`src/rtl/lc3_pkg.sv`:
```
// Shared LC-3 decode-stage types: opcodes, control encodings, pipeline entry, FSM states.
package lc3_pkg;

  localparam int unsigned XLEN    = 16;
  localparam int unsigned ECTRL_W = 6;
  localparam int unsigned WCTRL_W = 2;
  localparam int unsigned CNT_W   = 8;

  typedef enum logic [3:0] {
    OP_BR   = 4'h0,
    OP_ADD  = 4'h1,
    OP_LD   = 4'h2,
    OP_ST   = 4'h3,
    OP_JSR  = 4'h4,
    OP_AND  = 4'h5,
    OP_LDR  = 4'h6,
    OP_STR  = 4'h7,
    OP_RTI  = 4'h8,
    OP_NOT  = 4'h9,
    OP_LDI  = 4'hA,
    OP_STI  = 4'hB,
    OP_JMP  = 4'hC,
    OP_RES  = 4'hD,
    OP_LEA  = 4'hE,
    OP_TRAP = 4'hF
  } opcode_t;

  localparam logic [1:0] ALU_ADD = 2'b00;
  localparam logic [1:0] ALU_AND = 2'b01;
  localparam logic [1:0] ALU_NOT = 2'b10;

  localparam logic [1:0] PCS1_NONE = 2'b00;
  localparam logic [1:0] PCS1_OFF9 = 2'b01;
  localparam logic [1:0] PCS1_OFF6 = 2'b10;
  localparam logic [1:0] PCS1_ZERO = 2'b11;

  localparam logic [1:0] WB_ALU = 2'b00;
  localparam logic [1:0] WB_MEM = 2'b01;
  localparam logic [1:0] WB_PC  = 2'b10;

  // One decoded instruction as held in the main or skid register.
  typedef struct packed {
    logic [XLEN-1:0]    ir;
    logic [XLEN-1:0]    npc;
    logic [ECTRL_W-1:0] e_ctrl;
    logic [WCTRL_W-1:0] w_ctrl;
    logic               mem_ctrl;
  } decode_entry_t;

  typedef enum logic [1:0] {
    ST_EMPTY = 2'b00,
    ST_BUSY  = 2'b01,
    ST_FULL  = 2'b10
  } dec_state_t;

endpackage

```
`src/rtl/lc3_decode_lut.sv`:
```
// Combinational opcode decoder; illegal opcodes decode to an all-zero NOP.
module lc3_decode_lut
  import lc3_pkg::*;
(
  input  logic [XLEN-1:0]    ir_i,
  output logic [ECTRL_W-1:0] e_control_o,
  output logic [WCTRL_W-1:0] w_control_o,
  output logic               mem_control_o,
  output logic               illegal_o
);

  opcode_t    op_c;
  logic [1:0] alu_c;
  logic [1:0] pcs1_c;
  logic       pcs2_c;
  logic       op2_c;
  logic       unused_ir_bits;

  assign op_c           = opcode_t'(ir_i[15:12]);
  assign unused_ir_bits = ^{ir_i[11:6], ir_i[4:0]};
  assign e_control_o    = {alu_c, pcs1_c, pcs2_c, op2_c};

  // Per-opcode control field decode.
  always_comb begin
    alu_c         = ALU_ADD;
    pcs1_c        = PCS1_ZERO;
    pcs2_c        = 1'b0;
    op2_c         = 1'b0;
    w_control_o   = WB_ALU;
    mem_control_o = 1'b0;
    illegal_o     = 1'b0;
    case (op_c)
      OP_ADD: op2_c = ~ir_i[5];
      OP_AND: begin alu_c = ALU_AND; op2_c = ~ir_i[5]; end
      OP_NOT: begin alu_c = ALU_NOT; op2_c = 1'b1; end
      OP_BR, OP_ST: begin pcs1_c = PCS1_OFF9; pcs2_c = 1'b1; end
      OP_LD: begin pcs1_c = PCS1_OFF9; pcs2_c = 1'b1; w_control_o = WB_MEM; end
      OP_LDI: begin
        pcs1_c = PCS1_OFF9; pcs2_c = 1'b1; w_control_o = WB_MEM; mem_control_o = 1'b1;
      end
      OP_STI: begin pcs1_c = PCS1_OFF9; pcs2_c = 1'b1; mem_control_o = 1'b1; end
      OP_LEA: begin pcs1_c = PCS1_OFF9; pcs2_c = 1'b1; w_control_o = WB_PC; end
      OP_LDR: begin pcs1_c = PCS1_OFF6; w_control_o = WB_MEM; end
      OP_STR: pcs1_c = PCS1_OFF6;
      OP_JSR, OP_RTI, OP_RES, OP_TRAP: begin pcs1_c = PCS1_NONE; illegal_o = 1'b1; end
      default: ;
    endcase
  end

endmodule

```
`src/rtl/lc3_decode_stage.sv`:
```
// LC-3 decode stage: two-entry (main + skid) elastic buffer around the decode LUT.
// Optional illegal-opcode pulse and saturating count: define DECODE_ILLEGAL_DET_EN.
module lc3_decode_stage
  import lc3_pkg::*;
(
  input  logic               clock,
  input  logic               reset,
  input  logic               enable_decode,
  input  logic [XLEN-1:0]    dout,
  input  logic [XLEN-1:0]    npc_in,
  input  logic               in_valid,
  output logic               in_ready,
  output logic               out_valid,
  input  logic               out_ready,
  output logic [XLEN-1:0]    IR,
  output logic [XLEN-1:0]    npc_out,
  output logic [ECTRL_W-1:0] E_Control,
  output logic [WCTRL_W-1:0] W_Control,
  output logic               Mem_Control
`ifdef DECODE_ILLEGAL_DET_EN
  ,
  output logic               illegal,
  output logic [CNT_W-1:0]   illegal_count
`endif
);

  dec_state_t    state_q, state_d;
  decode_entry_t main_q, main_d, skid_q, skid_d, in_entry;
  logic          accept, fire, load_main, load_skid, from_skid;
  logic          lut_illegal;

  lc3_decode_lut u_lut (
    .ir_i          (dout),
    .e_control_o   (in_entry.e_ctrl),
    .w_control_o   (in_entry.w_ctrl),
    .mem_control_o (in_entry.mem_ctrl),
    .illegal_o     (lut_illegal)
  );

  assign in_entry.ir  = dout;
  assign in_entry.npc = npc_in;

  // Handshake decode from the held state; both forced low while reset is asserted.
  assign in_ready  = (state_q != ST_FULL)  & enable_decode & ~reset;
  assign out_valid = (state_q != ST_EMPTY) & enable_decode & ~reset;
  assign accept    = in_valid & in_ready;
  assign fire      = out_valid & out_ready;

  assign IR          = main_q.ir;
  assign npc_out     = main_q.npc;
  assign E_Control   = main_q.e_ctrl;
  assign W_Control   = main_q.w_ctrl;
  assign Mem_Control = main_q.mem_ctrl;

  // Next-state and buffer movement.
  always_comb begin
    state_d   = state_q;
    main_d    = main_q;
    skid_d    = skid_q;
    load_main = 1'b0;
    load_skid = 1'b0;
    from_skid = 1'b0;
    case (state_q)
      ST_EMPTY: if (accept) begin
        main_d = in_entry; load_main = 1'b1; state_d = ST_BUSY;
      end
      ST_BUSY: begin
        if (accept && fire) begin
          main_d = in_entry; load_main = 1'b1;
        end else if (accept) begin
          skid_d = in_entry; load_skid = 1'b1; state_d = ST_FULL;
        end else if (fire) begin
          state_d = ST_EMPTY;
        end
      end
      ST_FULL: if (fire) begin
        main_d = skid_q; load_main = 1'b1; from_skid = 1'b1; state_d = ST_BUSY;
      end
      default: state_d = ST_EMPTY;
    endcase
  end

  // State and entry registers; frozen while the stage is disabled.
  always_ff @(posedge clock) begin
    if (reset) begin
      state_q <= ST_EMPTY;
      main_q  <= '0;
      skid_q  <= '0;
    end else if (enable_decode) begin
      state_q <= state_d;
      main_q  <= main_d;
      skid_q  <= skid_d;
    end
  end

`ifdef DECODE_ILLEGAL_DET_EN
  logic             illegal_q, illegal_d;
  logic             skid_ill_q, skid_ill_d;
  logic [CNT_W-1:0] count_q, count_d;

  assign illegal       = illegal_q;
  assign illegal_count = count_q;

  // Pulse on the first output cycle of an illegal entry; count illegal accepts, saturating.
  always_comb begin
    illegal_d  = 1'b0;
    skid_ill_d = skid_ill_q;
    count_d    = count_q;
    if (load_main) illegal_d = from_skid ? skid_ill_q : lut_illegal;
    if (load_skid) skid_ill_d = lut_illegal;
    if (accept && lut_illegal && (count_q != {CNT_W{1'b1}})) count_d = count_q + CNT_W'(1);
  end

  // Illegal-detection registers.
  always_ff @(posedge clock) begin
    if (reset) begin
      illegal_q  <= 1'b0;
      skid_ill_q <= 1'b0;
      count_q    <= '0;
    end else if (enable_decode) begin
      illegal_q  <= illegal_d;
      skid_ill_q <= skid_ill_d;
      count_q    <= count_d;
    end
  end
`else
  logic unused_illegal;
  assign unused_illegal = lut_illegal ^ load_skid ^ from_skid;
`endif

endmodule

```
`config.mk`:
```
export PLATFORM = sky130hd
export DESIGN_NAME = lc3_decode_stage
export DESIGN_NICKNAME = d
export VERILOG_FILES = /design/src/rtl/lc3_pkg.sv /design/src/rtl/lc3_decode_lut.sv /design/src/rtl/lc3_decode_stage.sv
export SDC_FILE = /design/constraint.sdc
export NUM_CORES = 1
export LEC_CHECK = 0
export ABC_AREA = 1
export CAP_MARGIN = 20
export CORE_AREA = 10 10 110 112
export DETAILED_ROUTE_END_ITERATION = 8
export DIE_AREA = 0 0 120 122
export HOLD_SLACK_MARGIN = 0.05
export SYNTH_ARGS = -nofsm -noshare
export SYNTH_HDL_FRONTEND = slang
export SYNTH_SLANG_ARGS = --single-unit
```
`constraint.sdc`:
```
create_clock -name clock -period 2 [get_ports clock]
set_clock_uncertainty 0.15 [all_clocks]
set_input_delay 0.3 -clock clock [delete_from_list [all_inputs] [get_ports clock]]
set_output_delay 0.3 -clock clock [all_outputs]
set_load 0.005 [all_outputs]
```
Yosys cells after proc, flatten, opt, wreduce, memory -nomap -nowiden
Cells that the tools add are included.

word-level totals
  register bits after elaboration = 84
  bits in latches = 0
  bits in writable memories = 0
  bits in read-only memories = 0
  bits of input ports = 37
  output and inout bits = 43
  logic and storage cells = 72
  memories kept = 0

operators by class
  $add $sub $neg = 0
  $mul = 0
  divide/modulo/power cells = 0
  magnitude comparators = 0
  equality and inequality tests = 22
  shift-type cells = 0
  muxes and demuxes = 16
  bitwise logic cells = 9
  reductions and logical operators = 14

operators by type and width
  cell                                                                    count
  41-bit 2-to-1 mux                                                       3
  41-bit case mux with 3 select lines                                     1
  4-bit equality test (second input constant)                             7
  4-bit by 3-bit equality test with 1-bit output (second input constant)  4
  2-bit case mux with 3 select lines                                      2
  2-bit 2-to-1 mux                                                        5
  2-bit inequality test (second input constant)                           5
  5-bit AND reduction                                                     2
  4-bit by 2-bit equality test with 1-bit output (second input constant)  2
  2-bit case mux with 2 select lines                                      2
  1-bit AND                                                               6
  2-bit OR reduction                                                      3
  6-bit OR reduction                                                      1
  4-bit by 1-bit equality test with 1-bit output (second input constant)  1
  4-bit logical NOT                                                       1
  4-bit AND reduction                                                     1
  4-bit OR reduction                                                      1
  3-bit inequality test (second input constant)                           1
  1-bit NOT                                                               3
  3-bit nonzero test                                                      1
  3-bit OR reduction                                                      1
  2-bit by 1-bit equality test with 1-bit output (second input constant)  1
  2-bit equality test (second input constant)                             1
  2-bit logical NOT                                                       1
  other kinds (4)                                                         5

Logic depth before layout (Yosys ltp)
Gate-level depths: netlist (run 1).

  depth in word-level cells = 8
  mapped depth = 12
  depth with buffers taken out = 10

Cells and area by module
A second synthesis (run 1) with hierarchy kept.

unflattened totals
  cells, all modules = 608
  area total of the unflattened synthesis = 4130.2 um2

by module, submodules not included
  module            times used  cells each  area each (um2)  sequential area each (um2)
  lc3_decode_stage  1           577         3992.6           1681.6
  lc3_decode_lut    1           31          137.6            0.0

Worst setup path before layout (run 1)
No wires, ideal clock.

  kind = register to register
  from = register state_q[0]
  to = register main_q (netlist bit E_Control[5])
  arrival = 1.394 ns
  slack = 0.343 ns
  cell stages (with the launch flop) = 12
  period minus slack after synthesis = 1.657 ns
  path through = dfxtp_1 inv_2 nand2_4 nand3_4 nor2_2 nand2_1 nand2_2 buf_2 buf_4 nand3b_1 nand2_1 nor2_1

between the ends
  longest elaborated chain between the ends = 7
  elaborated cells on any way between the ends = 18

RTL lines
  what                                                         RTL line                                        RTL
  start: declaration                                           lc3_decode_stage.sv:27                          dec_state_t state_q, state_d;
  start signal: assignment                                     lc3_decode_stage.sv:90                          state_q <= state_d;
  2-bit inequality test or 2-bit nonzero test (tied branches)  lc3_decode_stage.sv:44, lc3_decode_stage.sv:45
  1-bit AND, on equally long branches (2 in series)            lc3_decode_stage.sv:44, lc3_decode_stage.sv:45
  1-bit AND, on equally long branches                          lc3_decode_stage.sv:46, lc3_decode_stage.sv:47
  1-bit logical AND                                            lc3_decode_stage.sv:68                          if (accept && fire) begin
  2-bit inequality test (no source line)                       n/a
  5-bit AND reduction (no source line)                         n/a
  end signal: assignment                                       lc3_decode_stage.sv:91                          main_q <= main_d;
  end: declaration                                             lc3_decode_stage.sv:28                          decode_entry_t main_q, main_d, skid_q, skid_d, in_entry;

Parallel ways exist; a longest one is shown, timed or not.
A chain may end at the register's enable or synchronous reset.

Worst setup path after layout (run 1)
  from = input port enable_decode
  to = register skid_q[39] (netlist name)

between the ends
  longest elaborated chain between the ends = 6
  elaborated cells on any way between the ends = 9

RTL lines
  what                                               RTL line                                        RTL
  start: declaration                                 lc3_decode_stage.sv:8                           input logic enable_decode,
  1-bit AND, on equally long branches (2 in series)  lc3_decode_stage.sv:44, lc3_decode_stage.sv:45
  1-bit AND, on equally long branches                lc3_decode_stage.sv:46, lc3_decode_stage.sv:47
  1-bit logical AND                                  lc3_decode_stage.sv:68
  1-bit NOT (no source line)                         n/a
  4-bit AND reduction (no source line) (*)           n/a
  end signal: assignment                             lc3_decode_stage.sv:92                          skid_q <= skid_d;
  end: declaration                                   lc3_decode_stage.sv:28

Every way passes the cells marked *; elsewhere a longest branch is shown, timed or not.

==> out/summary.txt, run 1 <==
Post-synth top area share -> 43.6%
Initial Util -> 38.4%
Max IR drop VDD -> 0.493 mV
Setup ws final -> 0.188 ns
Antenna violations before repair -> 0
Buf+Inv Stages, Crit Path -> 3
Final Hold Vio Count -> 0
Clock Latency Late Sink -> 0.36 ns
Largest stage delay, worst path -> 0.50 ns
Startpoint types -> input pin
Clock sink count -> 84
Htree depth -> 3
Hold Buf Count CTS -> 0
Max FO, Critical Path -> 22
Total global routing overflow -> 0
Cell family with most CP delay -> buffers and inverters
Leak Pwr -> 2.13 nW
Comb pwr share -> 35.7%
Worst rel slew slack -> 76.3%
Drt first-iter violations -> 191
Clock power frac -> 24.3%
Pwr dens -> 1010 nW/um^2
Cell area after synthesis -> 3860 um^2
Post-Synthesis Cells -> 564
Worst Setup End Kind -> flop
Sequential area share after synthesis -> 43.6%
Post-DRT Antenna Nets -> 0
Syn avg cell area -> 6.84 um^2
Die Ht -> 122 um
Pint -> 3.50 mW
RePlAce Congestion -> 0.830
FILL cells -> 1,049
Asr flop ratio synth -> 0%
Distinct cell type count after synthesis -> 21
Placed inst area -> 4940 um^2
Antenna cells -> 0
Area of the die -> 14,600 um^2
Top FF cell, synth -> dfxtp_1
Drt total wl -> 10,000 um
# DRC -> 0
Number of port buffers -> 79
Max Freq -> 552 MHz
Setup-failing EPs final -> 0
Crit-path cells -> clkdlybuf4s50_1, inv_2, nor2_2, nand3_4, nor2_1, nand3_2, buf_4, o21ai_0, a21oi_1
Synth-to-layout area growth -> 33.4%
WP data arrival -> 1.90 ns
CTS clk-pin slew, worst paths -> 0.08 ns
Vias in the first global route -> 3,563
Num CTS Buffers -> 9
Ports -> 80
Top cells by area in the synthesized netlist -> dfxtp_1 44%, nand2_1 11%, o21ai_0 10%
Clock root buffer -> clkbuf_8
Avg WL per Cell -> 12.7 um
Min-delay worst type -> flop to flop
Slowest cell on the critical path -> clkdlybuf4s50_1
Core Box Area -> 10,000 um^2
Die extent in x -> 120 um
Area leader, netlist -> dfxtp_1
Worst-margin pin slew -> 0.351 ns
Worst path required time -> 2.09 ns
# Post-CTS Setup Buffers -> 0
Sw Ratio -> 32.4%
Largest net degree at the start of global routing -> 83
First-pass GRT wire length -> 17,000 um
Vias/cell -> 4.70
Place WS -> -0.222 ns
Initial DRT Pass Iterations -> 4
Max Cap Violations -> 0
Fin. max-slew vios -> 0
Total track usage -> 13.9%
Final HPWL DP -> 7000 um
EDFF count, synth -> 0
P_sw -> 1.68 mW
Sequential fraction of design power -> 40.0%
Syn nets -> 601
Final net count -> 681
Register bit total from synthesis -> 84
TritonCTS clock tree -> yes
YS warnings -> 0
Run status -> finished, final reports clean
Clk buf depth -> 2
RSZ-0062 raised after global routing -> no
CP Class -> input pin to flop
Setup TNS -> 0 ns
Cell Rows -> 37
Final Power -> 5.18 mW
Final Critical Period -> 1.81 ns
Final Cycle Share -> 90.6%
DR vias -> 3,692
Share of layout cells above drive strength 1 -> 9.40%
Fin area -> 5140 um^2
cell usage in the layout, fill, tap and decap left out, types with 2 or more instances in the layout:
| cell type | n |
|---|---|
| dfxtp_1 | 83 |
| nor2_2 | 2 |
| buf_12 | 6 |
| nand3_1 | 10 |
| nand3_2 | 2 |
| nand2_1 | 112 |
| dlygate4sd2_1 | 2 |
| o21ai_0 | 78 |
| clkbuf_8 | 10 |
| inv_2 | 7 |
| buf_4 | 22 |
| nand3b_1 | 36 |
| a21oi_1 | 42 |
| clkdlybuf4s50_1 | 77 |
| nor2_1 | 100 |
| inv_1 | 46 |
| nand2_2 | 2 |
| clkinvlp_4 | 3 |
tightest hold or removal path: stages, from the launching register on:
cell     delay (ns)
dfxtp_1        0.30
inv_1          0.05
a21oi_1        0.05
sequential cells by signal, summed over array words and instances (netlist names):
| register | cells |
|---|---|
| W_Control | 2 |
| npc_out | 16 |
| IR | 16 |
| Mem_Control | 1 |
| skid_q | 41 |
| state_q | 2 |
| E_Control | 6 |
cells by family (layout without fill, tap and decap cells):
| family | count (synthesis) | in the layout | share of synthesized area, % |
|---|---|---|---|
| AO/OA/AOI/OAI | 121 | 121 | 15.7 |
| buffers and inverters | 92 | 177 | 9.77 |
| flip-flops | 84 | 84 | 43.6 |
| AND/OR/NAND/NOR | 267 | 267 | 30.9 |
area by class of cell:
class | instances | area (um^2) | area share, %
multi-input cells | 388 | 1800 | 35.1
clock buffers | 11 | 141 | 2.75
clock inverters | 5 | 61.3 | 1.19
flip-flops and latches | 84 | 1680 | 32.7
repair buffers | 108 | 1080 | 21.1
inverters | 53 | 199 | 3.87
well taps | 136 | 170 | 3.31
stage by stage:
step | utilization [%] | cells | hold slack [ns]
finish | 51.2 | 785 | 0.297
global route | 51.2 | 785 | 0.318
CTS | 51.2 | 785 | 0.299
detailed placement | 49.1 | 769 | 0.287
global placement | 49.1 | 769 | 0.282
floorplan | - | 564 | 0.219
metal layers:
metal / vias up / wire [um] / global-route usage (%) / share of wire [%]
met5: - / 0 / 0 / 0
met4: 0 / 99 / 3.62 / 0.99
met3: 8 / 614 / 4.63 / 6.1
met2: 72 / 4710 / 23.3 / 47
met1: 1669 / 4580 / 16.9 / 46
li1: 1943 / - / - / -
cells in the mapped netlist, types with 2 or more instances:
library cell,number
nand2_1,112
nor2_1,100
dfxtp_1,84
o21ai_0,78
inv_1,47
a21oi_1,42
nand3b_1,36
clkbuf_1,25
nand3_1,11
buf_2,10
inv_2,6
buf_6,2
nand2_2,2
nor2_2,2
power by group through the flow:
stage	sequential, mW	clock [mW]	combinational (mW)
2_1_floorplan	2.12	0	0.942
3_3_place_gp	2.11	0	1.86
3_5_place_dp	2.12	0	1.87
4_1_cts	2.08	1.29	1.88
5_1_grt	2.11	1.38	2.10
6_report	2.07	1.26	1.85
final timing paths:
kind | from | to | slack (ns) | cells past startpoint
setup / recovery | enable_decode | skid_q[39] | 0.19 | 9
hold / removal | skid_q[37] | skid_q[37] | 0.30 | 2
setup reg to reg | state_q[1] | W_Control[1] | 0.26 | 11
hold reg to reg | skid_q[37] | skid_q[37] | 0.30 | 2
what timing repair did:
action	in CTS	in global routing
endpoints found under the setup margin	2	2
pin swaps	0	0
gates resized for setup	3	1
gates cloned	0	0
(Power assumes the default switching activity.)
==> run 2, diff against run 1 <==
Settings changed: CORE_AREA 10 10 110 112 to 10 10 98 100, DIE_AREA 0 0 120 122 to 0 0 108 110, PLACE_DENSITY set to 0.79.
==> run 2 against run 1 <==
Utilization rose by 15 points. Global-route usage up 2.2 points. Combinational power is essentially flat. Final cell count decreased by 4.5%. Total power shrank 1.5%. Sequential share of layout area up 0.52 points. Critical path depth unchanged. Hold slack better by 0.00083 ns. Die area shrank 19%. Wire length shrank 2.6%.
==> out/summary.txt, run 2 (synthesis results as in run 1) <==
Ports -> 80
Avg WL per Cell -> 13.0 um
Most frequent CP cell -> nor2_2
Comb pwr share -> 36.8%
Synth-to-layout area growth -> 31.3%
Final Critical Period -> 1.86 ns
Number of port buffers -> 79
Max IR drop VDD -> 0.477 mV
Sequential cell area -> 1680 um^2
Placed inst area -> 4870 um^2
Final Hold Vio Count -> 0
Htree depth -> 3
Clock power frac -> 22.5%
DR vias -> 3,749
# DRC -> 0
# placed instances -> 735
TritonCTS clock tree -> yes
First-pass GRT wire length -> 15,800 um
Pwr dens -> 1010 nW/um^2
Min-delay worst type -> flop to flop
Run status -> finished, final reports clean
Hold Buf Count CTS -> 0
Buf+Inv Stages, Crit Path -> 3
Top reg by flops -> skid_q
RSZ-0062 raised after global routing -> no
Fin. max-slew vios -> 0
Num CTS Buffers -> 9
Clock Latency Late Sink -> 0.35 ns
WP data arrival -> 1.94 ns
Startpoint types -> input pin
CP Class -> input pin to flop
Die extent in x -> 108 um
Worst-margin pin slew -> 0.308 ns
Largest net degree at the start of global routing -> 66
Drt total wl -> 9750 um
Reg2Reg Setup Slack -> 0.21 ns
Final net count -> 681
Hold Slack -> 0.298 ns
Antenna violations before repair -> 0
Clock root buffer -> clkbuf_8
Pint -> 3.48 mW
Non-Filler Instances -> 750
Max FO, Critical Path -> 30
Vias in the first global route -> 3,558
Area of the die -> 11,900 um^2
Core Util, Final -> 66.2%
Die Ht -> 110 um
Fin area -> 5060 um^2
Cell Rows -> 32
Max Cap Violations -> 0
P_sw -> 1.62 mW
Total track usage -> 16.2%
Sequential fraction of design power -> 40.8%
Max Freq -> 537 MHz
Worst path required time -> 2.08 ns
Crit-path cells -> clkdlybuf4s50_1, inv_2, nor2_2, nand3_4, nor2_2, nand3_2, buf_4, o21ai_0, a21oi_1
Antenna cells -> 0
Clock sink count -> 84
Sw Ratio -> 31.8%
Total global routing overflow -> 0
Share of layout cells above drive strength 1 -> 9.26%
Worst Setup End Kind -> flop
Leak Pwr -> 2.12 nW
Slowest cell on the critical path -> clkdlybuf4s50_1
RePlAce Congestion -> 0.840
FILL cells -> 668
# Post-CTS Setup Buffers -> 0
Most common cell after layout, fill and taps aside -> nand2_1
Initial DRT Pass Iterations -> 4
Core Box Area -> 7650 um^2
Cell family with most CP delay -> buffers and inverters
Clk buf depth -> 2
Max reg flops -> 41
Initial Util -> 50.4%
Final HPWL DP -> 7020 um
Final Cycle Share -> 93.1%
Largest stage delay, worst path -> 0.49 ns
Vias/cell -> 5.00
Setup-failing EPs final -> 0
CTS clk-pin slew, worst paths -> 0.08 ns
Post-DRT Antenna Nets -> 0
Multi-input gate area -> 1810 um^2
Most frequent cells in the layout -> 112 x nand2_1, 99 x nor2_1, 83 x dfxtp_1
Worst rel slew slack -> 79.4%
Drt first-iter violations -> 277
-- run 2: area by class of cell --
class / instances / share of cell area (%)
Sequential cell: 84 / 33.2
Tap cell: 102 / 2.52
Multi-Input combinational cell: 388 / 35.8
Timing Repair Buffer: 108 / 20.9
Clock buffer: 11 / 2.60
Inverter: 53 / 3.93
Clock inverter: 4 / 1.01
-- run 2: worst paths after layout --
path / start / end / cells past startpoint
max: enable_decode / skid_q[13] / 9
min: skid_q[30] / skid_q[30] / 2
max reg2reg: state_q[0] / IR[14] / 12
min reg2reg: skid_q[30] / skid_q[30] / 2
-- run 2: timing repair --
item	in CTS	in global routing
pin swaps	0	0
endpoints found under the hold margin	0	0
setup endpoints to repair	2	15
gates cloned	0	0
resized for setup	2	3
-- run 2: worst reg2reg max path: cells and delay by family (launching register included) --
family | cells | cell delay (ns)
simple gates | 6 | 0.51
flops | 1 | 0.36
buf+inv | 6 | 0.70
-- run 2: routing by layer --
layer | share of wire, % | global-route usage, % | vias to the layer above | routed length (um)
li1 | - | - | 1945 | -
met1 | 44 | 18.3 | 1696 | 4250
met2 | 47 | 27.6 | 92 | 4610
met3 | 6.8 | 4.59 | 16 | 664
met4 | 2.3 | 7.63 | 0 | 223
met5 | 0 | 0 | - | 0
-- run 2: stage by stage --
stage / power, mW / worst slack (ns) / setup TNS, ns
2_1_floorplan: 3.06 / 0.343 / 0
3_3_place_gp: 3.94 / -0.135 / -7.21
3_5_place_dp: 4.00 / -0.197 / -11.73
4_1_cts: 5.14 / 0.102 / 0
5_1_grt: 5.45 / 0.0117 / 0
6_report: 5.10 / 0.137 / 0
-- run 2: power by group through the flow --
stage                     Sequential [mW]  Clock [mW]  Combinational, mW
after CTS                            2.08        1.18               1.89
after global placement               2.10           0               1.84
final                                2.08        1.15               1.88
after floorplan                      2.12           0              0.942
after global routing                 2.11        1.24               2.09
after detailed placement             2.11           0               1.88
==> run 3, diff against run 2 <==
Settings changed: GPL_TIMING_DRIVEN set to 0, SKIP_CTS_REPAIR_TIMING set to 1.
==> run 3 against run 2 <==
Via count grew 1.9%. Global-route usage rose by 1.6 points. Total power down 0.79%. Cell area shrank 0.94%. Critical path type is now flop to flop.
==> out/summary.txt, run 3 (synthesis results as in run 1) <==
Startpoint types -> flop
Sw Ratio -> 32.4%
Core Box Area -> 7650 um^2
Die Ht -> 110 um
Max reg flops -> 41
RSZ-0062 raised after global routing -> yes
Vias in the first global route -> 3,578
Clock root buffer -> clkbuf_8
Post-DRT Antenna Nets -> 0
Number of port buffers -> 77
Total track usage -> 17.8%
Fin area -> 5010 um^2
Final Hold Vio Count -> 0
Setup-failing EPs final -> 0
Avg WL per Cell -> 14.0 um
Setup ws final -> 0.112 ns
DR vias -> 3,819
P_sw -> 1.64 mW
Max Cap Violations -> 0
Die extent in x -> 108 um
Min-delay worst type -> input pin to flop
Grt met1 use -> 21.2%
Worst Setup End Kind -> flop
Top Usage Layer GRT -> met2
Grt met2 use -> 29.9%
Largest net degree at the start of global routing -> 14
First-pass GRT wire length -> 17,200 um
Most common cell after layout, fill and taps aside -> nand2_1
# DRC -> 0
Initial DRT Pass Iterations -> 4
Drt first-iter violations -> 239
Final HPWL DP -> 7860 um
Run status -> finished, final reports clean
Fin. max-slew vios -> 0
Worst path required time -> 2.08 ns
RePlAce Congestion -> 0.859
Clock Latency Late Sink -> 0.34 ns
Max FO, Critical Path -> 10
Sequential fraction of design power -> 40.9%
Final Cycle Share -> 94.4%
Max Freq -> 530 MHz
Share of layout cells above drive strength 1 -> 8.80%
Initial Util -> 50.4%
Most frequent cells in the layout -> 112 x nand2_1, 100 x nor2_1, 82 x dfxtp_1
Total global routing overflow -> 0
Clock power frac -> 23.5%
Clock sink count -> 84
WP data arrival -> 1.97 ns
Leak Pwr -> 2.12 nW
Hold Slack -> 0.155 ns
Worst rel slew slack -> 67.0%
Pwr dens -> 1010 nW/um^2
Num CTS Buffers -> 9
Clk buf depth -> 2
Ports -> 80
Worst-margin pin slew -> 0.495 ns
Pint -> 3.42 mW
Max IR drop VDD -> 0.435 mV
Antenna violations before repair -> 0
FILL cells -> 691
Final Critical Period -> 1.89 ns
CTS clk-pin slew, worst paths -> 0.08 ns
Htree depth -> 3
Comb pwr share -> 35.7%
Antenna cells -> 0
Placed inst area -> 4750 um^2
Drt total wl -> 10,600 um
Area of the die -> 11,900 um^2
Vias/cell -> 5.02
TritonCTS clock tree -> yes
CP Class -> flop to flop
GR met3 Demand/Resource -> 4.59%
Top reg by flops -> skid_q
Cell Rows -> 32
Synth-to-layout area growth -> 30.0%
Final net count -> 692
Place WS -> -0.976 ns
run 3: changes by cell type in the layout (fill, tap and decap cells not counted), sizes merged:
cell and change:
clkbuf +22, buf -9, clkdlybuf4s50 -4, dlymetal6s2s +4, clkinvlp +2, dlygate4sd2 -2
clkinv -1, inv -1
run 3: critical path, cell delays in order, from the launching register on:
cell	delay [ns]
dfxtp_2	0.38
inv_2	0.06
nand2_4	0.11
nand3_4	0.10
nor2_1	0.16
nand3_2	0.13
clkbuf_4	0.21
buf_2	0.19
o21ai_0	0.20
a21oi_1	0.08
run 3: final cells by class:
cell class / count / area [um^2] / area share [%]
tap: 102 / 128 / 2.54
sequential: 84 / 1680 / 33.6
multi-input combinational: 388 / 1800 / 36.0
timing repair buffer: 81 / 811 / 16.2
clock buffer: 11 / 141 / 2.82
inverter: 53 / 203 / 4.04
buffer: 38 / 195 / 3.89
clock inverter: 4 / 50.0 / 0.998
run 3: worst paths after layout:
| path | startpoint | end | slack [ns] | cells after the start |
|---|---|---|---|---|
| hold reg to reg | skid_q[19] | skid_q[19] | 0.30 | 2 |
| setup reg to reg | state_q[0] | skid_q[40] | 0.11 | 9 |
| setup / recovery | state_q[0] | skid_q[40] | 0.11 | 9 |
| hold / removal | reset | skid_q[6] | 0.15 | 2 |
run 3: power groups by stage:
stage	Sequential (mW)	Clock, mW	Combinational [mW]
floorplan	2.12	0	0.942
global placement	2.09	0	1.77
detailed placement	2.11	0	1.80
CTS	2.07	1.22	1.81
global route	2.10	1.28	2.02
finish	2.07	1.19	1.80
run 3: metal layers:
layer	routed length, um	vias to the layer above
met5	0	-
met4	190	0
met3	821	18
met2	5050	125
met1	4580	1708
li1	-	1968
run 3: stage by stage:
step           power, mW  utilization (%)  setup TNS, ns  std cells
3_3_place_gp        3.87             62.2         -32.30        743
5_1_grt             5.41             65.6        -0.0184        761
2_1_floorplan       3.06                -              0        564
3_5_place_dp        3.91             62.2         -33.53        743
4_1_cts             5.10             64.7          -5.70        758
6_report            5.06             65.6              0        761
